--- config.mk ---
export PLATFORM = sky130hd
export DESIGN_NAME = uart_csr_host
export DESIGN_NICKNAME = d
export VERILOG_FILES = /design/src/rtl/uart_csr_host.sv
export SDC_FILE = /design/constraint.sdc
export NUM_CORES = 1
export LEC_CHECK = 0
export ABC_AREA = 1
export ABC_CLOCK_PERIOD_IN_PS = 2300
export CELL_PAD_IN_SITES_DETAIL_PLACEMENT = 1
export CELL_PAD_IN_SITES_GLOBAL_PLACEMENT = 1
export CORE_ASPECT_RATIO = 1.4
export CORE_MARGIN = 1.5
export CORE_UTILIZATION = 43
export CTS_CLUSTER_SIZE = 24
export DETAILED_ROUTE_END_ITERATION = 10
export PLACE_DENSITY = 0.83
export SLEW_MARGIN = 20
export SYNTH_ARGS = -nofsm -noshare
export SYNTH_HDL_FRONTEND = slang
export SYNTH_SLANG_ARGS = --single-unit
--- constraint.sdc ---
create_clock -name sys_clk -period 2.3 [get_ports sys_clk]
set_input_delay 0.575 -clock sys_clk [delete_from_list [all_inputs] [get_ports sys_clk]]
set_output_delay 0.575 -clock sys_clk [all_outputs]
set_load 0.005 [all_outputs]
--- src/rtl/uart_csr_host.sv ---
// Hardware CSR master for the Milkymist UART: runs the init/ack sequence,
// drains received bytes into an RX FIFO on uart_irq and feeds a TX byte stream.
module uart_csr_host #(
    parameter logic [3:0] csr_addr = 4'h0,
    parameter int         RX_DEPTH = 16
) (
    input  logic                       sys_clk,
    input  logic                       sys_rst_n,
    output logic [13:0]                csr_a,
    output logic                       csr_we,
    output logic [31:0]                csr_do,
    input  logic [31:0]                csr_di,
    input  logic                       uart_irq,
    input  logic                       tx_valid,
    input  logic [7:0]                 tx_data,
    output logic                       tx_ready,
    output logic                       rx_valid,
    output logic [7:0]                 rx_data,
    input  logic                       rx_ready,
    output logic [$clog2(RX_DEPTH):0]  rx_level,
    output logic                       rx_overflow,
    input  logic                       ovf_clr
);
    localparam int          PW         = $clog2(RX_DEPTH);
    localparam logic [PW:0] FULL_LEVEL = (PW+1)'(RX_DEPTH);
    localparam logic [9:0]  REG_RXTX   = 10'h000;
    localparam logic [9:0]  REG_STAT   = 10'h002;
    localparam logic [9:0]  REG_CTRL   = 10'h003;

    typedef enum logic [3:0] {
        INIT_RA, INIT_RC, INIT_ACK, INIT_CTRL, IDLE,
        STAT_RA, STAT_RC, ACK, RX_RA, RX_RC, TX_W, WAIT
    } state_t;

    state_t      state, state_next;
    logic [31:0] stat;
    logic [7:0]  tx_byte;
    logic        tx_busy;
    logic        access;
    logic [9:0]  reg_sel;
    logic [13:0] last_a;

    logic [7:0]    fifo_mem [RX_DEPTH];
    logic [PW-1:0] wr_ptr, rd_ptr;
    logic [PW:0]   level;
    logic          push, pop, push_ok;

    always_ff @(posedge sys_clk or negedge sys_rst_n) begin
        if (!sys_rst_n) state <= INIT_RA;
        else            state <= state_next;
    end

    always_comb begin
        state_next = state;
        case (state)
            INIT_RA:   state_next = INIT_RC;
            INIT_RC:   state_next = INIT_ACK;
            INIT_ACK:  state_next = INIT_CTRL;
            INIT_CTRL: state_next = IDLE;
            IDLE: begin
                if (uart_irq)                 state_next = STAT_RA;
                else if (tx_valid && !tx_busy) state_next = TX_W;
            end
            STAT_RA:   state_next = STAT_RC;
            STAT_RC:   state_next = ACK;
            ACK:       state_next = stat[1] ? RX_RA : WAIT;
            RX_RA:     state_next = RX_RC;
            RX_RC:     state_next = WAIT;
            TX_W:      state_next = WAIT;
            WAIT:      state_next = IDLE;
            default:   state_next = INIT_RA;
        endcase
    end

    // Outputs are decoded from state so an async reset kills a write at once.
    always_comb begin
        access  = 1'b0;
        reg_sel = REG_STAT;
        csr_we  = 1'b0;
        csr_do  = 32'h0;
        case (state)
            INIT_RA, INIT_RC, STAT_RA, STAT_RC: begin
                access  = 1'b1;
                reg_sel = REG_STAT;
            end
            INIT_ACK, ACK: begin
                access  = 1'b1;
                reg_sel = REG_STAT;
                csr_we  = 1'b1;
                csr_do  = stat;
            end
            INIT_CTRL: begin
                access  = 1'b1;
                reg_sel = REG_CTRL;
                csr_we  = 1'b1;
                csr_do  = 32'h3;
            end
            RX_RA, RX_RC: begin
                access  = 1'b1;
                reg_sel = REG_RXTX;
            end
            TX_W: begin
                access  = 1'b1;
                reg_sel = REG_RXTX;
                csr_we  = 1'b1;
                csr_do  = {24'h0, tx_byte};
            end
            default: ;
        endcase
    end

    assign csr_a    = access ? {csr_addr, reg_sel} : last_a;
    assign tx_ready = (state == IDLE) && !uart_irq && !tx_busy;

    always_ff @(posedge sys_clk or negedge sys_rst_n) begin
        if (!sys_rst_n) begin
            last_a  <= {csr_addr, REG_STAT};
            stat    <= 32'h0;
            tx_byte <= 8'h00;
            tx_busy <= 1'b0;
        end else begin
            last_a <= csr_a;
            if (state == INIT_RC || state == STAT_RC)
                stat <= csr_di;
            if (tx_valid && tx_ready)
                tx_byte <= tx_data;
            // A TX_EVT ack frees the transmitter for the next byte.
            if (state == TX_W)
                tx_busy <= 1'b1;
            else if (state == ACK && stat[2])
                tx_busy <= 1'b0;
        end
    end

    assign push    = (state == RX_RC);
    assign pop     = rx_valid && rx_ready;
    assign push_ok = push && ((level < FULL_LEVEL) || pop);

    always_ff @(posedge sys_clk or negedge sys_rst_n) begin
        if (!sys_rst_n) begin
            wr_ptr      <= '0;
            rd_ptr      <= '0;
            level       <= '0;
            rx_overflow <= 1'b0;
        end else begin
            if (push_ok) wr_ptr <= wr_ptr + 1'b1;
            if (pop)     rd_ptr <= rd_ptr + 1'b1;
            case ({push_ok, pop})
                2'b10:   level <= level + 1'b1;
                2'b01:   level <= level - 1'b1;
                default: level <= level;
            endcase
            if (push && !push_ok) rx_overflow <= 1'b1;
            else if (ovf_clr)     rx_overflow <= 1'b0;
        end
    end

    // When full with a coincident pop, wr_ptr equals rd_ptr, so the new byte
    // lands in the slot being vacated and becomes the newest entry.
    always_ff @(posedge sys_clk) begin
        if (push_ok) fifo_mem[wr_ptr] <= csr_di[7:0];
    end

    assign rx_valid = (level != '0);
    assign rx_data  = rx_valid ? fifo_mem[rd_ptr] : 8'h00;
    assign rx_level = level;

endmodule

==> results of run 1 <==
cells by family (layout without fill, tap and decap cells):
logic type,after synthesis,count (layout),share of synthesized area [%]
AND/OR/NAND/NOR,444,444,21.4
flip-flops,201,201,65.8
buffers and inverters,116,351,5.93
AO/OA/AOI/OAI,71,72,4.62
adder cells (fa/ha/maj),9,9,1.31
XOR/XNOR,9,9,0.915
synthesized netlist by cell type (all sizes together) (2+ instances only):
| cell type | number | area, µm² |
|---|---|---|
| dfrtp | 72 | 1800 |
| nand2 | 264 | 1010 |
| inv | 78 | 293 |
| o211ai | 2 | 15.0 |
| nand3 | 117 | 586 |
| ha | 9 | 113 |
| clkbuf | 3 | 11.3 |
| o21ai | 52 | 264 |
| clkinv | 2 | 7.51 |
| a21oi | 9 | 45.0 |
| edfxtp | 128 | 3840 |
| a31oi | 2 | 12.5 |
| buf | 33 | 199 |
| xor2 | 8 | 70.1 |
| o2111ai | 2 | 17.5 |
| nor2 | 63 | 246 |
sequential cells by signal, indices dropped and copies added, names as in the netlist, 4 cells and up:
name / count
state: 4
fifo_mem: 128
rd_ptr: 4
rx_level: 5
last_a: 14
wr_ptr: 4
tx_byte: 8
stat: 32
worst paths after layout:
check,slack (ps),cells after the start,endpoint
max reg2reg,10,16,rx_level[4]
min in group sys_clk,490,2,last_a[5]
max in group asynchronous,1630,2,last_a[1]
max,-300,10,rx_data[6]
min,30,1,stat[5]
min reg2reg,490,2,last_a[5]
critical path: cells and delay by family, from the launching register on:
kind	cells	cell delay [ps]
buf+inv	4	570
flops	1	410
simple gates	5	380
compound gates	1	150
power by group:
part	internal (mW)	switching, mW	leakage (nW)
sequential	4.40	0.351	2.07
clock	1.86	1.41	0.312
combinational	3.91	5.13	2.89
total	10.2	6.89	5.27
layout by cell type, fill, tap and decap left out, types with 3 or more instances in the layout:
master           count
nor2_2               9
nand2_1            213
buf_6               39
ha_1                 8
clkinv_1             5
o21ai_4              3
nand2_4              7
buf_2               46
o21ai_1             23
dfrtp_1             69
nor2_4              32
buf_8                5
inv_1               68
o21ai_0             19
nand3_1             67
a21oi_2              8
buf_12              14
nand2_2             44
dfrtp_2              3
buf_16               8
clkbuf_16           21
inv_2                8
nand3_2             49
xor2_1               7
clkdlybuf4s50_1     51
edfxtp_1           128
clkbuf_1             7
buf_4               70
nor2_1              22
o21ai_2              7
routing by layer:
| layer | share of wire, % | wire length [µm] | vias to the layer above |
|---|---|---|---|
| li1 | - | - | 3246 |
| met1 | 36 | 11600 | 3730 |
| met2 | 55 | 17400 | 264 |
| met3 | 5.0 | 1580 | 87 |
| met4 | 3.9 | 1250 | 0 |
| met5 | 0 | 0 | - |
what timing repair did:
action,4_1_cts,5_1_grt
pin swaps,40,56
buffers inserted,31,21
resized for setup,372,140
cloned,12,0
endpoints found under the setup margin,56,59
layout make-up:
type / instances / area share (%)
multi-input combinational: 534 / 25.8
tap: 252 / 2.54
timing repair buffer: 234 / 18.4
clock inverter: 7 / 0.483
inverter: 80 / 2.48
clock buffer: 30 / 4.66
sequential: 201 / 45.7
through the flow:
step | setup slack (ps) | hold WS, ps | instance area [µm²]
CTS | -257 | 33.0 | 11800
global placement | -145 | 454 | 10400
global route | -362 | 48.8 | 12400
detailed placement | -289 | 462 | 10400
floorplan | 283 | 279 | 8610
finish | -299 | 25.4 | 12400
==> metrics.yaml, run 1 <==
outcome: "finished, violations left"
violations: "setup timing"
syn_nets: 905
overflow: 0
synth_edf_count: 128
n_fill_cell: 2012
end_kind: "primary output"
vias: 7327
drv_slew: 0
clkTransAtPathRegs_ps: 70
crit_required_ps: 1730
vdd.ir_drop.worst_mv: 1.06
num_antenna_cells: 0
critPathArrivalTime_ps: 2020
register_area_mm2: 0.00568
root_buffer: "clkbuf_16"
grt_usage_pct: 29.0
reg2reg_from: "state[3]"
syn_area_per_cell_um2: 10.1
place_inst: 1243
finalCoreUtilization_pct: 62.9
hold_path_class: "in -> async"
cellLeakagePower_nw: 5.27
wirelength_um: 31900
hold_buffers: 0
grt_use_met3_pct: 5.29
grtUsageMet1_pct: 33.1
synthFlopType: "edfxtp_1"
crit_chain: "buf_8 -> buf_12 -> buf_12 -> nand2_1 -> nand3_1 -> nand3_2 -> nand2_1 -> nand2_2 -> a21oi_2 -> buf_2"
rows: 61
finalPower_mw: 17.1
place_congestion: 0.822
final.min_clock_period_ps: 2600
ios: 109
finClkSkew_ps: 17.3
area_growth_pct: 44.3
synth_area_mm2: 0.00861
ant_nets: 0
wire_per_inst_um: 23.8
met2_usage_pct: 51.2
cp-start-kind: "flop"
clock_latency_ps: 500
critical_path_class: "reg -> out"
yosysUniqueCellTypes: 31
grt_pass1_wl_um: 45300
powerDensity_mw_per_mm2: 1370
grt_pass1_vias: 8050
cts_max_level: 1
stdcell_count: 1338
tightestPinTransition_ps: 533
dpl.hpwl_um: 16000
start_util_pct: 43.6
die_area_mm2: 0.0209
grt_busiest_layer: "met2"
drv_cap: 0
drcViolationCount: 0
antenna_found_initial: 0
drtIter0Drc: 596
ys_ff_latch: 201
first_pass_iters: 8
fin_crit_sh_pct: 113
slowest_stage: "dfrtp_2"
multi_input_area_mm2: 0.00320
numCtsBuffers: 21
crit_start: "rd_ptr[0]"
cts_buffer_depth: 3
yosysWarnings: 0
seq_area_frac_synth_pct: 65.8
clock_sinks: 201
fin_tns_setup_ps: -10770
setup_viol: 55
critPathMaxStageDelay_ps: 410
rsz0062_at_grt: "true"
async_reset_ff_share_pct: 36.3
setup_slack_ps: -299
hold_viol: 0
grt_max_degree: 65
final_net_count: 1127
dieHeight_um: 170
worstPathMaxFanout: 7
netlist_instances: 850
drive_gt1_share_pct: 35.8
cts_tree: "done"
relSlewSlack_pct: 64.4
via_per_inst: 5.48
die_w_um: 123
port_buffers: 108
clock.fmax_mhz: 385
core_area_mm2: 0.0198
(Power assumes the default switching activity.)
==> run 2, diff against run 1 <==
- CORE_ASPECT_RATIO: 1.4 -> 1.5
==> run 2 against run 1 <==
  * The run still ends with setup timing left
  * Total power is 5.1% higher
  * Non-clock buffer count is 2 higher
  * Via count is 5.3% higher
  * Final area is 1.8% higher
  * Utilization is 1.3 points higher
  * Sequential share of layout area is 0.80 points lower
  * Critical path depth is 1 lower
  * Global-route usage is 1.5 points higher
  * Clock skew is 5.0 ps higher
  * Die area hardly changed
  * Critical path type unchanged
==> metrics.yaml, run 2 (same netlist as run 1, synthesis figures left out) <==
critPathArrivalTime_ps: 2140
clock_latency_ps: 510
clock_sinks: 201
fin_hold_ws_ps: 513
ff2ff_path_depth: 14
drtIter0Drc: 584
whs_endpoint: "last_a[11]"
core_area_mm2: 0.0197
setup_viol: 58
drv_cap: 0
final.min_clock_period_ps: 2720
cts_buffer_depth: 3
first_pass_iters: 6
hold_viol: 0
drv_slew: 0
powerDensity_mw_per_mm2: 1420
overflow: 0
ant_nets: 0
die_area_mm2: 0.0209
clkTransAtPathRegs_ps: 70
hold_depth: 2
setup_slack_ps: -417
grt_pass1_wl_um: 48000
reg2reg_from: "state[3]"
min_from: "last_a[11]"
die_w_um: 119
port_buffers: 108
vdd.ir_drop.worst_mv: 0.922
ios: 109
numCtsBuffers: 20
critical_path_class: "reg -> out"
regMostFlops: "fifo_mem"
violations: "setup timing"
via_per_inst: 5.73
grt_max_degree: 53
dpl.hpwl_um: 16800
drcViolationCount: 0
finClkSkew_ps: 22.2
wirelength_um: 36400
place_ws_ps: -287
crit_required_ps: 1730
cp-start-kind: "flop"
layout_common_cells: "nand2_1, edfxtp_1, dfrtp_1"
crit_start: "rd_ptr[0]"
cts_max_level: 1
outcome: "finished, violations left"
finalCoreUtilization_pct: 64.2
grt_usage_pct: 30.5
reg2reg_to: "rx_level[3]"
largest_reg_flops: 128
drive_gt1_share_pct: 37.4
root_buffer: "clkbuf_16"
start_util_pct: 43.7
num_antenna_cells: 0
wire_per_inst_um: 27.0
fin_crit_sh_pct: 118
rows: 63
vias: 7716
relSlewSlack_pct: 42.5
cts_tree: "done"
dieHeight_um: 176
clock.fmax_mhz: 368
area_growth_pct: 46.8
end_kind: "primary output"
antenna_found_initial: 0
final_net_count: 1127
rrSetupSlack_ps: -160
rsz0062_at_grt: "true"
hold_path_class: "reg -> reg"
grt_pass1_vias: 8043
place_congestion: 0.821
worstPathMaxFanout: 12
reg.largest.list: "fifo_mem x128, stat x32, last_a x14"
tightestPinTransition_ps: 859
final_common_cell: "nand2_1"
cellLeakagePower_nw: 5.39
==> run 2: through the flow <==
| step | std cells | power, mW | instance area [µm²] | setup TNS [ps] |
|---|---|---|---|---|
| 5_1_grt | 1346 | 18.5 | 12600 | -16960 |
| 2_1_floorplan | 850 | 7.93 | 8610 | 0 |
| 6_report | 1346 | 17.9 | 12600 | -12880 |
| 3_5_place_dp | 1249 | 10.7 | 10400 | -2230 |
| 4_1_cts | 1331 | 16.2 | 12000 | -7970 |
| 3_3_place_gp | 1249 | 10.4 | 10400 | -1040 |
==> run 2: layout make-up <==
cell class              instances  area [µm²]
flip-flops and latches        201        5670
inverters                      80         308
multi-input cells             533        3340
clock inverters                10         158
well taps                     260         325
fillers                      2026        7060
repair buffers                236        2280
clock buffers                  26         554
==> run 2: repair_timing <==
action | CTS | global route
endpoints found under the hold margin | 25 | 0
hold buffers | 1 | 0
pin swaps | 30 | 50
endpoints found under the setup margin | 57 | 58
resized for setup | 411 | 130
gates cloned | 7 | 1
buffers inserted | 40 | 22
==> run 2: report_power, final <==
group	leakage (nW)	switching (mW)	internal, mW	total, mW
clock network	0.343	1.50	2.16	3.66
registers	2.07	0.417	4.40	4.82
logic	2.98	5.54	3.92	9.46
total	5.39	7.45	10.5	17.9
==> run 2: worst max path at each step <==
stage	endpoint	slack, ps	depth (start not counted)
final	rx_data[4]	-420	9
after CTS	rx_data[3]	-330	10
after global placement	rx_data[3]	-160	9
after floorplan	rx_level[4]	280	15
after detailed placement	rx_data[5]	-290	9
after global routing	rx_data[3]	-440	10
==> run 2: per-layer routing <==
metal / vias to the layer above / wire length [µm] / GRT usage [%]
met3: 173 / 1850 / 4.01
met1: 3915 / 12400 / 33.3
met4: 0 / 2460 / 13.4
met5: - / 0 / 0
li1: 3241 / - / -
met2: 387 / 19700 / 58.5
==> run 2: worst max-delay path: stages (launching register included) <==
cell and delay [ps]:
dfrtp_2 470, buf_12 140, buf_16 130, nand2_2 90, nand3_1 130, nand3_1 150, nand2_2 110, nand2_1 70
a21oi_2 180, buf_2 150
==> run 3, diff against run 2 <==
- PLACE_DENSITY: 0.83 -> default
- PLACE_DENSITY_LB_ADDON: default -> 0.1
==> run 3 against run 2 <==
  * Critical path type unchanged
  * First-iteration DRC count shrank 25%
  * Highest routed layer unchanged
  * Non-clock buffer count shrank 10
  * The flow still finishes with violations (setup timing)
  * Setup slack gained 82 ps
  * Largest cell class unchanged
==> metrics.yaml, run 3 (same netlist as run 1, synthesis figures left out) <==
fin_hold_ws_ps: 486
setup_slack_ps: -335
worstPathMaxFanout: 6
wirelength_um: 29000
core_area_mm2: 0.0197
end_kind: "primary output"
die_area_mm2: 0.0209
vias: 7093
rrSetupSlack_ps: -60
regMostFlops: "fifo_mem"
fin_area_mm2: 0.0123
critPathMaxStageDelay_ps: 450
dieHeight_um: 176
critical_path_class: "reg -> out"
ant_nets: 0
cp-start-kind: "flop"
rsz0062_at_grt: "true"
relSlewSlack_pct: 44.2
placed_area_mm2: 0.0104
violations: "setup timing"
die_w_um: 119
switching_share_pct: 39.1
tightestPinTransition_ps: 834
powerDensity_mw_per_mm2: 1350
fin_crit_sh_pct: 115
dpl.hpwl_um: 16000
drv_cap: 0
final_common_cell: "nand2_1"
layout_common_cells: "nand2_1, edfxtp_1, nand3_1"
setup_viol: 94
num_antenna_cells: 0
seqPwrFrac_pct: 28.3
overflow: 0
finalCoreUtilization_pct: 62.6
power.internal_mw: 10.2
grt_pass1_vias: 7753
cellLeakagePower_nw: 5.22
pwr-share-comb_pct: 51.2
clock.fmax_mhz: 379
clock_sinks: 201
hold_viol: 0
rows: 63
drive_gt1_share_pct: 33.1
area_growth_pct: 43.2
grt_pass1_wl_um: 43500
final_net_count: 1118
ios: 109
antenna_found_initial: 0
start_util_pct: 43.7
crit_chain: "clkinv_4 -> buf_8 -> buf_12 -> buf_12 -> nand2_4 -> nand3_2 -> nand3_2 -> nand2_2 -> nand2_2 -> a21oi_2 -> buf_2"
final.min_clock_period_ps: 2640
grt_usage_pct: 26.9
vdd.ir_drop.worst_mv: 0.638
numCtsBuffers: 20
slowest_stage: "dfrtp_2"
p_switching_mw: 6.52
clkTransAtPathRegs_ps: 60
place_congestion: 0.822
port_buffers: 108
reg.largest.list: "fifo_mem x128, stat x32, last_a x14"
largest_reg_flops: 128
drtIter0Drc: 440
cts_buffer_depth: 3
clockPowerShare_pct: 20.5
clock_latency_ps: 490
hold_path_class: "reg -> reg"
via_per_inst: 5.31
grt_max_degree: 65
drv_slew: 0
crit_required_ps: 1730
cts_max_level: 1
wire_per_inst_um: 21.7
finClkSkew_ps: 5.83
outcome: "finished, violations left"
drcViolationCount: 0
critPathArrivalTime_ps: 2060
root_buffer: "clkbuf_16"
cts_tree: "done"
first_pass_iters: 5
run 3: area by class of cell:
| type | count | area (µm²) |
|---|---|---|
| Fill cell | 2102 | 7370 |
| Sequential cell | 201 | 5680 |
| Multi-Input combinational cell | 534 | 3130 |
| Timing Repair Buffer | 226 | 2190 |
| Clock buffer | 29 | 599 |
| Tap cell | 260 | 325 |
| Inverter | 80 | 315 |
| Clock inverter | 7 | 97.6 |
run 3: worst max-delay path: cells and delay by family (launching register included):
kind / cells / cell delay, ps
AND/OR/NAND/NOR: 5 / 360
AO/OA/AOI/OAI: 1 / 130
flip-flops: 1 / 450
buffers and inverters: 5 / 610
run 3: power groups by stage:
| stage | Clock, mW | Sequential, mW | Combinational [mW] |
|---|---|---|---|
| floorplan | 0 | 4.67 | 3.26 |
| global placement | 0 | 4.71 | 5.58 |
| global route | 3.61 | 4.76 | 9.18 |
| CTS | 3.47 | 4.69 | 7.83 |
| detailed placement | 0 | 4.74 | 5.76 |
| finish | 3.43 | 4.72 | 8.53 |
run 3: worst paths after layout:
path / startpoint / to / cells past startpoint
min in group asynchronous: sys_rst_n / stat[22] / 2
max in group asynchronous: sys_rst_n / state[1] / 3
worst min register to register: tx_byte[4] / tx_byte[4] / 2
worst max-delay path: rd_ptr[0] / rx_data[4] / 11
worst min-delay path: tx_byte[4] / tx_byte[4] / 2
worst max register to register: state[3] / fifo_mem[0][4] / 11
run 3: timing repair:
item | 4_1_cts | 5_1_grt
hold buffers | 1 | 0
gates resized for setup | 377 | 88
buffers inserted | 32 | 15
pin swaps | 29 | 28
cloned | 13 | 1
hold endpoints to repair | 20 | 0
setup endpoints to repair | 56 | 59
run 3: metal layers:
layer | global-route usage, % | vias to the layer above | part of all wire (%)
met2 | 51.6 | 213 | 55
met1 | 30.3 | 3569 | 37
met5 | 0 | - | 0
met3 | 3.10 | 76 | 3.8
li1 | - | 3235 | -
met4 | 10.3 | 0 | 4.4
run 3: metrics by stage:
step           setup slack [ps]  TNS (ps)  std cells  total power [mW]
2_1_floorplan               283         0        850              7.93
3_3_place_gp               -144     -1230       1246              10.3
3_5_place_dp               -216     -3040       1246              10.5
4_1_cts                    -308     -7800       1327              16.0
5_1_grt                    -419    -14790       1337              17.5
6_report                   -335    -10010       1337              16.7
==> RTL edit (config.mk and constraints of run 2) <==
Re-encode `state_t` (12 states) as Gray code, 4 bits wide.
--- a/src/rtl/uart_csr_host.sv
+++ b/src/rtl/uart_csr_host.sv
@@ -29,6 +29,6 @@
 
     typedef enum logic [3:0] {
-        INIT_RA, INIT_RC, INIT_ACK, INIT_CTRL, IDLE,
-        STAT_RA, STAT_RC, ACK, RX_RA, RX_RC, TX_W, WAIT
+        INIT_RA = 4'b0000, INIT_RC = 4'b0001, INIT_ACK = 4'b0011, INIT_CTRL = 4'b0010, IDLE = 4'b0110,
+        STAT_RA = 4'b0111, STAT_RC = 4'b0101, ACK = 4'b0100, RX_RA = 4'b1100, RX_RC = 4'b1101, TX_W = 4'b1111, WAIT = 4'b1110
     } state_t;
 
Function: same outputs for any inputs over 10 cycles, from zero or initial values and one cycle with sys_rst_n low; not proved beyond that.
==> RTL edit against run 2 <==
The flow still finishes with violations (setup timing); routed wire length decreased by 8.2%; die area decreased by 0.55%; register-to-register slack improved by 0.14 ns; via count decreased by 3.1%; final area increased by 1.9%; first-iteration DRC count decreased by 25%; synthesized area decreased by 0.57%; maximum frequency increased by 3.1%; combinational power about the same; sequential power about the same; total power decreased by 2.6%; synthesized cell count decreased by 1.2%; worst setup slack improved by 0.081 ns; sequential cell count unchanged; critical path type unchanged; critical endpoint is now rx_data[7]; largest power group unchanged.
==> RTL edit: results (changes against run 2) <==
By area the synthesized netlist is led by sky130_fd_sc_hd__edfxtp_1 (45%), sky130_fd_sc_hd__dfrtp_1 (21%), sky130_fd_sc_hd__nand2_1 (9.5%). The met3 global-route usage came out at 4.19% (+0.18 points). The count of nets after finishing is 1129 (+0.18%). The highest net fanout along the worst path is 6 (-6). The family with the most delay on the worst path is buffers and inverters. The internal power came to 10.5 mW (about the same). The wire length on met1 came out at 11200 microns (-9.3%). The remaining max-slew budget at the tightest pin came out at 36.2% (-6.4 points). The worst clock skew is 0.0161 ns (-0.00615 ns). The routed wire length on met2 is 18500 microns (-5.9%). The fraction of final layout cells with drive strength greater than 1 is 40.6% (+3.3 points). The first-pass GRT wire length was 46900 microns (-2.3%). The number of CTS-inserted buffers was 19 (-5.0%).

The detailed router's first-iteration violation count came out at 438 (-25%). The setup slack after layout came to -0.336 ns (+0.0811 ns). The clock latency at the later pin of the worst-skew pair is 0.49 ns (-0.02 ns).

The maximum VDD drop came out at 0.766 mV (-17%). The arrival time of data at the critical path endpoint was 2.06 ns (-0.08 ns). The via count of the first global-routing pass came to 8356 (+3.9%). The pre-CTS worst setup slack came out at -0.262 ns (+0.0243 ns). The run finished, with violations left. The number of setup violations in the final report came to 57 (-1.7%). The total power density per cell area is 1360 mW/mm^2 (-4.4%). The count of different cell masters after synthesis came out at 35 (+13%).

The met2 usage came to 56.6% (-1.8 points). The clock network power is 3.17 mW (-13%). The checks that failed: setup timing.

The path class of the tightest hold or removal check is primary input to async pin. The synthesized net count is 895 (-1.1%). The number of non-filler instances in the completed layout is 1345 (-0.074%). The maximum number of pins on one net before global-route repair is 65 (+23%). The total routing usage reported by global routing came out at 29.7% (-0.81 points).

The total placed cells including tap cells came out at 1237 (-0.96%). The mean cell area of the mapped netlist is 10.2 sq um (+0.62%).
[RTL edit: cell types whose count changed after synthesis, moves of 3 or more]
cell	run 2	this run
sky130_fd_sc_hd__o21ai_1	26	5
sky130_fd_sc_hd__buf_2	21	25
sky130_fd_sc_hd__nor2_1	59	93
sky130_fd_sc_hd__nand2_1	258	217
sky130_fd_sc_hd__nand3_1	117	120
sky130_fd_sc_hd__o21ai_0	25	10
sky130_fd_sc_hd__a21oi_1	9	42
[RTL edit: final cells by class]
type	count	area, sq um
flip-flops and latches	201	5680
well taps	260	325
multi-input cells	526	3370
inverters	77	304
fillers	1960	6740
clock inverters	10	100
clock buffers	22	507
repair buffers	249	2610
[RTL edit: timing repair]
item	4_1_cts	5_1_grt
cloned	11	6
buffers inserted	49	15
resized for setup	422	126
endpoints found under the hold margin	0	0
setup endpoints to repair	58	59
pin swaps	50	57
[RTL edit: worst paths after layout]
kind                            start     endpoint  slack (ns)
setup / recovery            rd_ptr[0]   rx_data[7]       -0.34
hold / removal              sys_rst_n     stat[31]        0.05
setup reg to reg             state[1]  rx_level[4]       -0.02
hold reg to reg            tx_byte[0]   tx_byte[0]        0.48
max in group asynchronous   sys_rst_n    rd_ptr[3]        1.57
min in group sys_clk       tx_byte[0]   tx_byte[0]        0.48
[RTL edit: cell families (layout without fill, tap and decap cells)]
family | Yosys count | count (layout) | synth area share [%]
compound gates | 68 | 68 | 4.43
xor+xnor | 9 | 9 | 0.920
fa+ha+maj | 9 | 9 | 1.31
buf+inv | 113 | 358 | 5.62
flops | 201 | 201 | 66.2
simple gates | 440 | 440 | 21.5
[RTL edit: per-stage QoR]
step	area [sq um]	setup TNS, ns
floorplan	8570	0
global placement	10400	-1.07
detailed placement	10400	-4.32
global route	12900	-15.79
CTS	12200	-8.19
finish	12900	-12.33
